==> src/rtl/multicycle_control.sv <==
// Multicycle MIPS-subset control unit: Moore FSM with a memory wait counter.
// Optional feature: define CTRL_JAL_EN to add the jal (link) state.
module multicycle_control #(
  parameter int unsigned MEM_LAT = 1
) (
  input  logic       clk,
  input  logic       rst_n,
  input  logic [5:0] opcode,
  input  logic [5:0] funct,
  input  logic       alu_zero,
  output logic [3:0] alu_ctrl,
  output logic       alu_src_a,
  output logic [1:0] alu_src_b,
  output logic       pc_write,
  output logic       ir_write,
  output logic       mem_read,
  output logic       mem_write,
  output logic       reg_write,
  output logic       reg_dst,
  output logic       mem_to_reg,
  output logic       link,
  output logic [1:0] pc_src,
  output logic [3:0] state,
  output logic       illegal
);

  localparam int unsigned CNT_W = 4;
  localparam logic [CNT_W-1:0] LAST_WAIT = CNT_W'(MEM_LAT - 1);

  localparam logic [5:0] OP_RTYPE = 6'b000000;
  localparam logic [5:0] OP_ADDI  = 6'b001000;
  localparam logic [5:0] OP_ANDI  = 6'b001100;
  localparam logic [5:0] OP_LW    = 6'b100011;
  localparam logic [5:0] OP_SW    = 6'b101011;
  localparam logic [5:0] OP_BEQ   = 6'b000100;
  localparam logic [5:0] OP_J     = 6'b000010;
`ifdef CTRL_JAL_EN
  localparam logic [5:0] OP_JAL   = 6'b000011;
`endif

  localparam logic [5:0] FN_ADD = 6'b100000;
  localparam logic [5:0] FN_AND = 6'b100100;
  localparam logic [5:0] FN_NOR = 6'b100111;
  localparam logic [5:0] FN_SLT = 6'b101010;
  localparam logic [5:0] FN_SLL = 6'b000000;
  localparam logic [5:0] FN_JR  = 6'b001000;

  localparam logic [3:0] ALU_NONE = 4'b0000;
  localparam logic [3:0] ALU_ADD  = 4'b0010;
  localparam logic [3:0] ALU_SLL  = 4'b0100;
  localparam logic [3:0] ALU_AND  = 4'b0101;
  localparam logic [3:0] ALU_NOR  = 4'b0111;
  localparam logic [3:0] ALU_BEQ  = 4'b1000;
  localparam logic [3:0] ALU_SLT  = 4'b1011;

  typedef enum logic [3:0] {
    S_FETCH    = 4'd0,
    S_DECODE   = 4'd1,
    S_EXEC     = 4'd2,
    S_RWB      = 4'd3,
    S_MEM_ADDR = 4'd4,
    S_MEM_RD   = 4'd5,
    S_MEM_WB   = 4'd6,
    S_MEM_WR   = 4'd7,
    S_BRANCH   = 4'd8,
    S_JUMP     = 4'd9,
`ifdef CTRL_JAL_EN
    S_JAL      = 4'd10,
`endif
    S_TRAP     = 4'd15
  } state_e;

  state_e           state_q, state_d;
  logic [CNT_W-1:0] wait_q, wait_d;
  logic             illegal_q;
  logic             wait_done;
  logic             is_rtype;
  logic             r_valid;
  logic [3:0]       r_alu;

  logic       pc_write_c, ir_write_c, mem_read_c, mem_write_c, reg_write_c;
  logic       reg_dst_c, mem_to_reg_c, alu_src_a_c;
  logic [1:0] alu_src_b_c, pc_src_c;
  logic [3:0] alu_ctrl_c;
`ifdef CTRL_JAL_EN
  logic       link_c;
`endif

  assign is_rtype  = (opcode == OP_RTYPE);
  assign wait_done = (wait_q == LAST_WAIT);

  // R-type funct decode: ALU operation and whether funct is a supported ALU op
  always_comb begin
    r_valid = 1'b1;
    r_alu   = ALU_NONE;
    case (funct)
      FN_ADD:  r_alu = ALU_ADD;
      FN_AND:  r_alu = ALU_AND;
      FN_NOR:  r_alu = ALU_NOR;
      FN_SLT:  r_alu = ALU_SLT;
      FN_SLL:  r_alu = ALU_SLL;
      default: r_valid = 1'b0;
    endcase
  end

  // Wait counter runs only in FETCH/MEM_RD and is zero on entry to either
  always_comb begin
    wait_d = '0;
    if ((state_q == S_FETCH || state_q == S_MEM_RD) && !wait_done)
      wait_d = wait_q + 4'd1;
  end

  always_ff @(posedge clk or negedge rst_n) begin
    if (!rst_n) begin
      state_q   <= S_FETCH;
      wait_q    <= '0;
      illegal_q <= 1'b0;
    end else begin
      state_q   <= state_d;
      wait_q    <= wait_d;
      illegal_q <= illegal_q | (state_d == S_TRAP);
    end
  end

  // Next state and Moore outputs (pc_write in BRANCH also follows alu_zero)
  always_comb begin
    state_d      = state_q;
    pc_write_c   = 1'b0;
    ir_write_c   = 1'b0;
    mem_read_c   = 1'b0;
    mem_write_c  = 1'b0;
    reg_write_c  = 1'b0;
    reg_dst_c    = 1'b0;
    mem_to_reg_c = 1'b0;
    alu_src_a_c  = 1'b0;
    alu_src_b_c  = 2'b00;
    pc_src_c     = 2'b00;
    alu_ctrl_c   = ALU_NONE;
`ifdef CTRL_JAL_EN
    link_c       = 1'b0;
`endif
    case (state_q)
      S_FETCH: begin
        mem_read_c  = 1'b1;
        alu_src_b_c = 2'b01;
        alu_ctrl_c  = ALU_ADD;
        if (wait_done) begin
          pc_write_c = 1'b1;
          ir_write_c = 1'b1;
          state_d    = S_DECODE;
        end
      end
      S_DECODE: begin
        alu_src_b_c = 2'b11;
        alu_ctrl_c  = ALU_ADD;
        case (opcode)
          OP_RTYPE: begin
            if (r_valid)              state_d = S_EXEC;
            else if (funct == FN_JR)  state_d = S_JUMP;
            else                      state_d = S_TRAP;
          end
          OP_ADDI, OP_ANDI: state_d = S_EXEC;
          OP_LW, OP_SW:     state_d = S_MEM_ADDR;
          OP_BEQ:           state_d = S_BRANCH;
          OP_J:             state_d = S_JUMP;
`ifdef CTRL_JAL_EN
          OP_JAL:           state_d = S_JAL;
`endif
          default:          state_d = S_TRAP;
        endcase
      end
      S_EXEC: begin
        alu_src_a_c = 1'b1;
        if (is_rtype) begin
          alu_src_b_c = 2'b00;
          alu_ctrl_c  = r_alu;
        end else begin
          alu_src_b_c = 2'b10;
          alu_ctrl_c  = (opcode == OP_ANDI) ? ALU_AND : ALU_ADD;
        end
        state_d = S_RWB;
      end
      S_RWB: begin
        reg_write_c = 1'b1;
        reg_dst_c   = is_rtype;
        state_d     = S_FETCH;
      end
      S_MEM_ADDR: begin
        alu_src_a_c = 1'b1;
        alu_src_b_c = 2'b10;
        alu_ctrl_c  = ALU_ADD;
        state_d     = (opcode == OP_LW) ? S_MEM_RD : S_MEM_WR;
      end
      S_MEM_RD: begin
        mem_read_c = 1'b1;
        if (wait_done) state_d = S_MEM_WB;
      end
      S_MEM_WB: begin
        reg_write_c  = 1'b1;
        mem_to_reg_c = 1'b1;
        state_d      = S_FETCH;
      end
      S_MEM_WR: begin
        mem_write_c = 1'b1;
        state_d     = S_FETCH;
      end
      S_BRANCH: begin
        alu_src_a_c = 1'b1;
        alu_ctrl_c  = ALU_BEQ;
        pc_src_c    = 2'b01;
        pc_write_c  = alu_zero;
        state_d     = S_FETCH;
      end
      S_JUMP: begin
        pc_write_c = 1'b1;
        pc_src_c   = is_rtype ? 2'b11 : 2'b10;
        state_d    = S_FETCH;
      end
`ifdef CTRL_JAL_EN
      S_JAL: begin
        pc_write_c  = 1'b1;
        pc_src_c    = 2'b10;
        reg_write_c = 1'b1;
        link_c      = 1'b1;
        state_d     = S_FETCH;
      end
`endif
      default: state_d = S_TRAP;
    endcase
  end

  // Write enables are forced low while reset is held
  assign pc_write   = pc_write_c & rst_n;
  assign ir_write   = ir_write_c & rst_n;
  assign mem_write  = mem_write_c & rst_n;
  assign reg_write  = reg_write_c & rst_n;
  assign mem_read   = mem_read_c;
  assign reg_dst    = reg_dst_c;
  assign mem_to_reg = mem_to_reg_c;
  assign alu_src_a  = alu_src_a_c;
  assign alu_src_b  = alu_src_b_c;
  assign pc_src     = pc_src_c;
  assign alu_ctrl   = alu_ctrl_c;
  assign state      = state_q;
  assign illegal    = illegal_q;
`ifdef CTRL_JAL_EN
  assign link       = link_c;
`else
  assign link       = 1'b0;
`endif

endmodule

==> config.mk <==
export PLATFORM = sky130hd
export DESIGN_NAME = multicycle_control
export DESIGN_NICKNAME = d
export VERILOG_FILES = /design/src/rtl/multicycle_control.sv
export SDC_FILE = /design/constraint.sdc
export NUM_CORES = 1
export LEC_CHECK = 0
export ABC_AREA = 1
export CAP_MARGIN = 30
export CORE_ASPECT_RATIO = 0.75
export CORE_MARGIN = 1.5
export CORE_UTILIZATION = 46
export CTS_BUF_LIST = sky130_fd_sc_hd__clkbuf_4 sky130_fd_sc_hd__clkbuf_8 sky130_fd_sc_hd__clkbuf_16
export DETAILED_ROUTE_END_ITERATION = 12
export GPL_ROUTABILITY_DRIVEN = 0
export PLACE_DENSITY = 0.85
export SLEW_MARGIN = 0
export SYNTH_ARGS = -nofsm -noshare
export SYNTH_HDL_FRONTEND = slang
export SYNTH_SLANG_ARGS = --single-unit
==> constraint.sdc <==
create_clock -name clk -period 3.9 [get_ports clk]
set_input_delay 0.585 -clock clk [delete_from_list [all_inputs] [get_ports clk]]
set_output_delay 0.585 -clock clk [all_outputs]
set_load 0.1 [all_outputs]
==> flow_metrics.py, run 1 <==
metrics = {
    "sta": {
        "tightest_slew_ns": 0.9666,
        "final.setup.tns_ns": 0,
        "clock_skew_ns": 0.001078,
        "finalSetupViolCount": 0,
        "rsz0062_at_grt": "false",
        "slew-limit-headroom_pct": 35.36,
        "period_needed_ns": 2.935,
        "finalMaxSlewViolations": 0,
        "fmax_ghz": 0.3407,
        "fin_crit_share_pct": 75.27,
        "finalHoldViolCount": 0,
        "fin_worst_hold_slack_ns": 0.4659,
    },
    "worst_setup_path": {
        "worst_setup_path_end_kind": "output pin",
        "cp-start-kind": "flip-flop",
        "worst_setup_path_class": "reg2out",
        "worst-path-max-fanout": 5,
        "cp_data_required_time_ns": 3.31,
        "arrival_ns": 2.35,
    },
    "final_layout": {
        "fin_nets": 206,
        "fillCellCount": 154,
        "finalCoreUtilization_pct": 72.56,
        "diodes": 0,
        "finalInstanceArea_mm2": 0.001310,
        "syn_to_final_growth_pct": 43.43,
        "drive_gt1_share_pct": 20.74,
    },
    "cts": {
        "cts_buffers": 3,
        "clock_latency_ns": 0.26,
        "post_cts_resize_count": 0,
        "postCtsHoldBufs": 0,
        "ctsLongestPathBuffers": 2,
        "clockRootBuffer": "sky130_fd_sc_hd__clkbuf_4",
        "clkTransAtPathRegs_ns": 0.06,
        "number_of_post_cts_setup_repair_buffers": 0,
        "cts_num_sinks": 9,
        "cts_tree": "yes",
        "ctsHtreeMaxLevel": 1,
    },
    "synthesis": {
        "syn_nets": 167,
        "syn-cell-area_um2": 913.4,
        "ys_ff_latch": 9,
        "yosys_warnings": 0,
        "syn-instance-count": 150,
        "proportion_of_synthesized_chip_area_in_sequential_cells_pct": 24.66,
        "syn-mean-instance-area_um2": 6.089,
        "yosys.cell_types.count": 29,
    },
    "die": {
        "chipHeight_um": 41.59,
        "die_width_um": 54.46,
        "core-area_mm2": 0.001805,
        "start_util_pct": 50.59,
        "die_area_mm2": 0.002265,
        "design.portCount": 37,
        "num_rows": 13,
    },
    "route": {
        "num_vias": 1069,
        "residual_antenna_violating_net_count_after_detailed_routing": 0,
        "post-route-drc-count": 0,
        "drtPass1Iterations": 7,
        "routed_wl_um": 2349,
        "initialDrtViolationCount": 26,
        "drt-vias-per-instance": 5.090,
        "wl_per_cell_um": 11.19,
    },
    "global_routing": {
        "grtUsageMet1_pct": 32.80,
        "grt_util_met2_pct": 33.98,
        "via_count_of_the_first_global_routing_pass": 928,
        "grt_max_degree": 11,
        "track_usage_pct": 22.59,
        "global_route.overflow_total": 0,
        "grt.busiest_layer": "met2",
        "grt_first_pass_wirelength_um": 3857,
        "antenna_found_initial": 0,
        "grt.met3_usage_pct": 5.396,
    },
    "pwr": {
        "leakagePower_nw": 0.6571,
        "power.total_mw": 0.2142,
        "power_dens_cells_mw_per_mm2": 163.5,
        "vdd_ir_drop_max_uv": 174.3,
    },
    "job": {
        "maxCapViolations": 0,
    },
    "run_status": {
        "status": "finished clean",
    },
    "placed_design": {
        "hpwlAfterDp_um": 1993,
        "numPortBuffers": 35,
        "placed_area_mm2": 0.001280,
    },
    "min_path": {
        "worst_hold_path_type": "reg2reg",
    },
}
[critical path: stages (launching register included)]
cell                              delay [ns]
sky130_fd_sc_hd__dfrtp_1                0.38
sky130_fd_sc_hd__inv_1                  0.20
sky130_fd_sc_hd__nand2_1                0.18
sky130_fd_sc_hd__nor3_2                 0.17
sky130_fd_sc_hd__clkdlybuf4s50_1        1.16
[Yosys cell counts]
master / n / area, µm²
sky130_fd_sc_hd__nand2_1: 25 / 93.84
sky130_fd_sc_hd__buf_4: 1 / 7.510
sky130_fd_sc_hd__dfrtp_1: 9 / 225.2
sky130_fd_sc_hd__nor3b_1: 1 / 7.510
sky130_fd_sc_hd__nand3_2: 2 / 20.02
sky130_fd_sc_hd__o21ai_0: 2 / 10.01
sky130_fd_sc_hd__nor4_1: 1 / 6.260
sky130_fd_sc_hd__xnor2_1: 1 / 8.760
sky130_fd_sc_hd__clkinv_2: 1 / 5.000
sky130_fd_sc_hd__nor2_4: 2 / 22.52
sky130_fd_sc_hd__o211ai_1: 2 / 15.01
sky130_fd_sc_hd__nand3b_1: 1 / 7.510
sky130_fd_sc_hd__nor3_1: 3 / 15.01
sky130_fd_sc_hd__o31ai_1: 1 / 7.510
sky130_fd_sc_hd__xor2_1: 1 / 8.760
sky130_fd_sc_hd__conb_1: 1 / 3.750
sky130_fd_sc_hd__a31oi_1: 1 / 6.260
sky130_fd_sc_hd__inv_2: 2 / 7.510
sky130_fd_sc_hd__a211oi_1: 1 / 7.510
sky130_fd_sc_hd__nor2_2: 5 / 31.28
sky130_fd_sc_hd__a21oi_1: 8 / 40.04
sky130_fd_sc_hd__nand4_1: 4 / 25.02
sky130_fd_sc_hd__nand3_1: 13 / 65.06
sky130_fd_sc_hd__ha_1: 2 / 25.02
sky130_fd_sc_hd__inv_1: 34 / 127.6
sky130_fd_sc_hd__nand2_2: 2 / 12.51
sky130_fd_sc_hd__nor2_1: 22 / 82.58
sky130_fd_sc_hd__o21ai_2: 1 / 8.760
sky130_fd_sc_hd__nor3_2: 1 / 10.01
[layer usage]
| layer | wire length (µm) | up-vias |
|---|---|---|
| li1 | - | 547 |
| met1 | 1105 | 465 |
| met2 | 1037 | 55 |
| met3 | 185 | 2 |
| met4 | 21 | 0 |
| met5 | 0 | - |
[area by class of cell]
cell class | count | area [µm²] | share of cell area, %
repair buffers | 35 | 315.3 | 24.07
well taps | 22 | 27.53 | 2.101
flip-flops and latches | 9 | 225.2 | 17.19
inverters | 37 | 140.1 | 10.70
multi-input cells | 103 | 571.8 | 43.65
clock buffers | 4 | 30.03 | 2.292
[metrics by stage]
step	setup slack (ns)	std cells
CTS	0.9546	210
detailed placement	1.146	206
floorplan	-0.8231	150
finish	0.9646	210
global placement	1.244	206
global route	0.8549	210
[registers in the layout (all words and copies together), names as in the netlist]
signal	cells
illegal	1
state	4
wait_q	4
[cell usage in the layout (no fill, tap or decap)]
cell / instances
sky130_fd_sc_hd__o21ai_2: 1
sky130_fd_sc_hd__a31oi_1: 1
sky130_fd_sc_hd__nor2_1: 22
sky130_fd_sc_hd__nand3b_1: 1
sky130_fd_sc_hd__nor2_4: 2
sky130_fd_sc_hd__xnor2_1: 1
sky130_fd_sc_hd__clkinv_2: 1
sky130_fd_sc_hd__nor3_1: 1
sky130_fd_sc_hd__clkdlybuf4s50_1: 21
sky130_fd_sc_hd__nor3_2: 2
sky130_fd_sc_hd__buf_4: 14
sky130_fd_sc_hd__nor2_2: 5
sky130_fd_sc_hd__nand3_1: 13
sky130_fd_sc_hd__nand2_1: 25
sky130_fd_sc_hd__clkbuf_4: 4
sky130_fd_sc_hd__nand2_2: 2
sky130_fd_sc_hd__nand3_2: 2
sky130_fd_sc_hd__a211oi_1: 1
sky130_fd_sc_hd__nand4_1: 4
sky130_fd_sc_hd__nor3_4: 1
sky130_fd_sc_hd__xor2_1: 1
sky130_fd_sc_hd__nor3b_1: 1
sky130_fd_sc_hd__a21oi_2: 1
sky130_fd_sc_hd__o211ai_1: 2
sky130_fd_sc_hd__o31ai_2: 1
sky130_fd_sc_hd__a21oi_1: 7
sky130_fd_sc_hd__o21ai_0: 2
sky130_fd_sc_hd__inv_1: 34
sky130_fd_sc_hd__conb_1: 1
sky130_fd_sc_hd__nor4_2: 1
sky130_fd_sc_hd__dfrtp_1: 9
sky130_fd_sc_hd__inv_2: 2
sky130_fd_sc_hd__ha_1: 2
[power breakdown]
part / internal, mW / leakage (nW) / switching [mW]
Clock: 0.0464 / 0.0184 / 0.0327
Sequential: 0.0934 / 0.0996 / 0
Combinational: 0.0183 / 0.539 / 0.0235
[cells by family after synthesis]
| logic type | Yosys count | synth area share [%] |
|---|---|---|
| xor gates and xnor gates | 2 | 1.918 |
| adders and majority gates | 2 | 2.739 |
| other | 1 | 0.4106 |
| and+or+nand+nor | 82 | 43.70 |
| DFF | 9 | 24.66 |
| AOI/OAI and AO/OA | 16 | 10.41 |
| buffers and inverters | 38 | 16.16 |
[worst paths after layout]
path                          start    endpoint  slack (ns)  cells after the start
setup / recovery           state[3]  mem_to_reg        0.96                      4
hold / removal              illegal     illegal        0.47                      2
setup reg to reg           state[1]    state[1]        2.35                      5
hold reg to reg             illegal     illegal        0.47                      2
max in group asynchronous     rst_n   wait_q[0]        2.97                      1
min in group asynchronous     rst_n   wait_q[3]        0.63                      1
Note: power is estimated with default switching activity, not from simulation.
==> inputs of run 2 (changes only) <==
CORE_UTILIZATION = 43   (was 46)
PLACE_DENSITY = 0.8   (was 0.85)
clock period = 2.9 ns   (was 3.9 ns; I/O delays follow)
==> run 2 against run 1 <==
Largest power group unchanged; highest routed layer unchanged; cell area is 16% higher; setup slack worse by 0.49 ns; hold slack worse by 0.019 ns.
==> flow_metrics.py, run 2 (same netlist as run 1, synthesis figures left out) <==
metrics = {
    "cts": {
        "cts_buffers": 3,
        "clock_latency_ns": 0.27,
        "cts_num_sinks": 9,
        "number_of_post_cts_setup_repair_buffers": 0,
        "post_cts_resize_count": 0,
        "cts_tree": "yes",
        "clkTransAtPathRegs_ns": 0.06,
        "postCtsHoldBufs": 0,
        "ctsLongestPathBuffers": 2,
        "clockRootBuffer": "sky130_fd_sc_hd__clkbuf_4",
        "ctsHtreeMaxLevel": 1,
    },
    "global_routing": {
        "via_count_of_the_first_global_routing_pass": 982,
        "track_usage_pct": 22.26,
        "grt_max_degree": 11,
        "global_route.overflow_total": 0,
        "grt_first_pass_wirelength_um": 4160,
        "antenna_found_initial": 0,
    },
    "sta": {
        "finalHoldViolCount": 0,
        "finalMaxSlewViolations": 0,
        "finalSetupViolCount": 0,
        "fin_crit_share_pct": 83.64,
        "rsz0062_at_grt": "false",
        "clock_skew_ns": 0.006555,
        "fmax_ghz": 0.4123,
        "period_needed_ns": 2.426,
    },
    "pwr": {
        "leakagePower_nw": 0.6874,
        "power_dens_cells_mw_per_mm2": 193.6,
        "vdd_ir_drop_max_uv": 266.9,
    },
    "die": {
        "start_util_pct": 45.74,
        "design.portCount": 37,
        "die_width_um": 56.22,
        "die_area_mm2": 0.002413,
        "num_rows": 14,
        "core-area_mm2": 0.001997,
        "chipHeight_um": 42.92,
    },
    "worst_setup_path": {
        "arrival_ns": 1.99,
        "worst_setup_path_class": "in2out",
        "reg2regPathDepth": 7,
        "reg2reg_from": "state[1]",
        "r2r_slack_ns": 1.38,
        "cp_data_required_time_ns": 2.47,
        "r2r-end": "state[1]",
        "cp-start-kind": "primary input",
        "worst_setup_path_end_kind": "output pin",
        "worst-path-max-fanout": 5,
    },
    "route": {
        "drt-vias-per-instance": 5.033,
        "num_vias": 1072,
        "wl_met2_um": 1091,
        "met1Wirelength_um": 1092,
        "post-route-drc-count": 0,
        "routed-wl-met3_um": 164,
        "routed_wl_um": 2376,
        "wl_per_cell_um": 11.15,
        "initialDrtViolationCount": 23,
        "top_layer_reached_by_signal_wires": "met4",
        "residual_antenna_violating_net_count_after_detailed_routing": 0,
        "drtPass1Iterations": 4,
    },
    "final_layout": {
        "fillCellCount": 161,
        "multi_input_comb_area_um2": 638.1,
        "fin_nets": 207,
        "drive_gt1_share_pct": 29.63,
        "diodes": 0,
        "layout_commonest_cell": "sky130_fd_sc_hd__inv_1",
        "finalNonFillerCells": 213,
        "mostFrequentLayoutCells": "sky130_fd_sc_hd__inv_1 (32), sky130_fd_sc_hd__nand2_1 (25), sky130_fd_sc_hd__nor2_1 (21)",
        "syn_to_final_growth_pct": 66.44,
        "finalInstanceArea_mm2": 0.001520,
        "register_area_um2": 235.2,
    },
    "run_status": {
        "status": "finished clean",
    },
    "placed_design": {
        "placed_area_mm2": 0.001490,
        "hpwlAfterDp_um": 2051,
        "numPortBuffers": 35,
        "dpl.cell_count": 209,
    },
    "min_path": {
        "worst_hold_path_type": "in2async",
    },
    "job": {
        "maxCapViolations": 0,
    },
}
[run 2: changes by cell type in the layout (fill, tap and decap cells not counted), sizes merged]
cell	delta
buf	+8
clkdlybuf4s50	-7
clkinvlp	+1
inv	-1
[run 2: final cells by class]
cell class,count,area share [%]
repair buffers,36,29.14
multi-input cells,103,41.98
inverters,37,9.465
well taps,24,1.975
clock buffers,4,1.975
flip-flops and latches,9,15.47
[run 2: worst max-delay path, stage by stage]
cell and delay (ns):
sky130_fd_sc_hd__clkdlybuf4s50_1 0.48, sky130_fd_sc_hd__nor2_2 0.19, sky130_fd_sc_hd__nand3_2 0.18, sky130_fd_sc_hd__a21oi_1 0.24, sky130_fd_sc_hd__inv_1 0.10, sky130_fd_sc_hd__a31oi_4 0.17
sky130_fd_sc_hd__buf_12 0.19
[run 2: metal layers]
layer	vias up	track usage, %
li1	547	-
met1	476	28.46
met2	44	36.00
met3	5	7.012
met4	0	7.143
met5	-	0
[run 2: worst max-delay path by stage]
stage	startpoint	end	slack (ns)	depth (start not counted)
after global placement	opcode[3]	alu_ctrl[2]	0.57	7
after global routing	opcode[3]	alu_ctrl[2]	0.35	7
final	opcode[3]	alu_ctrl[2]	0.47	7
after detailed placement	opcode[3]	alu_ctrl[2]	0.48	7
after floorplan	state[1]	alu_src_b[1]	-0.20	4
after CTS	opcode[3]	alu_ctrl[2]	0.48	7
[run 2: stage by stage]
| step | TNS [ns] | power (mW) | setup slack [ns] | util, % | hold WS [ns] |
|---|---|---|---|---|---|
| 6_report | 0 | 0.2944 | 0.4744 | 76.13 | 0.4468 |
| 5_1_grt | 0 | 0.3087 | 0.3548 | 76.13 | 0.4742 |
| 4_1_cts | 0 | 0.2966 | 0.4771 | 76.13 | 0.4525 |
| 3_5_place_dp | 0 | 0.1868 | 0.4781 | 74.62 | 0.4501 |
| 3_3_place_gp | 0 | 0.1844 | 0.5749 | 74.62 | 0.4496 |
| 2_1_floorplan | -0.5708 | 0.1565 | -0.2047 | - | 0.1394 |
[run 2: where the power goes]
| part | leakage (nW) | total (mW) | internal, mW | switching [mW] |
|---|---|---|---|---|
| registers | 0.0994 | 0.125 | 0.125 | 0 |
| clock network | 0.0184 | 0.110 | 0.0626 | 0.0475 |
| logic | 0.570 | 0.0587 | 0.0255 | 0.0332 |
| total | 0.687 | 0.294 | 0.214 | 0.0807 |
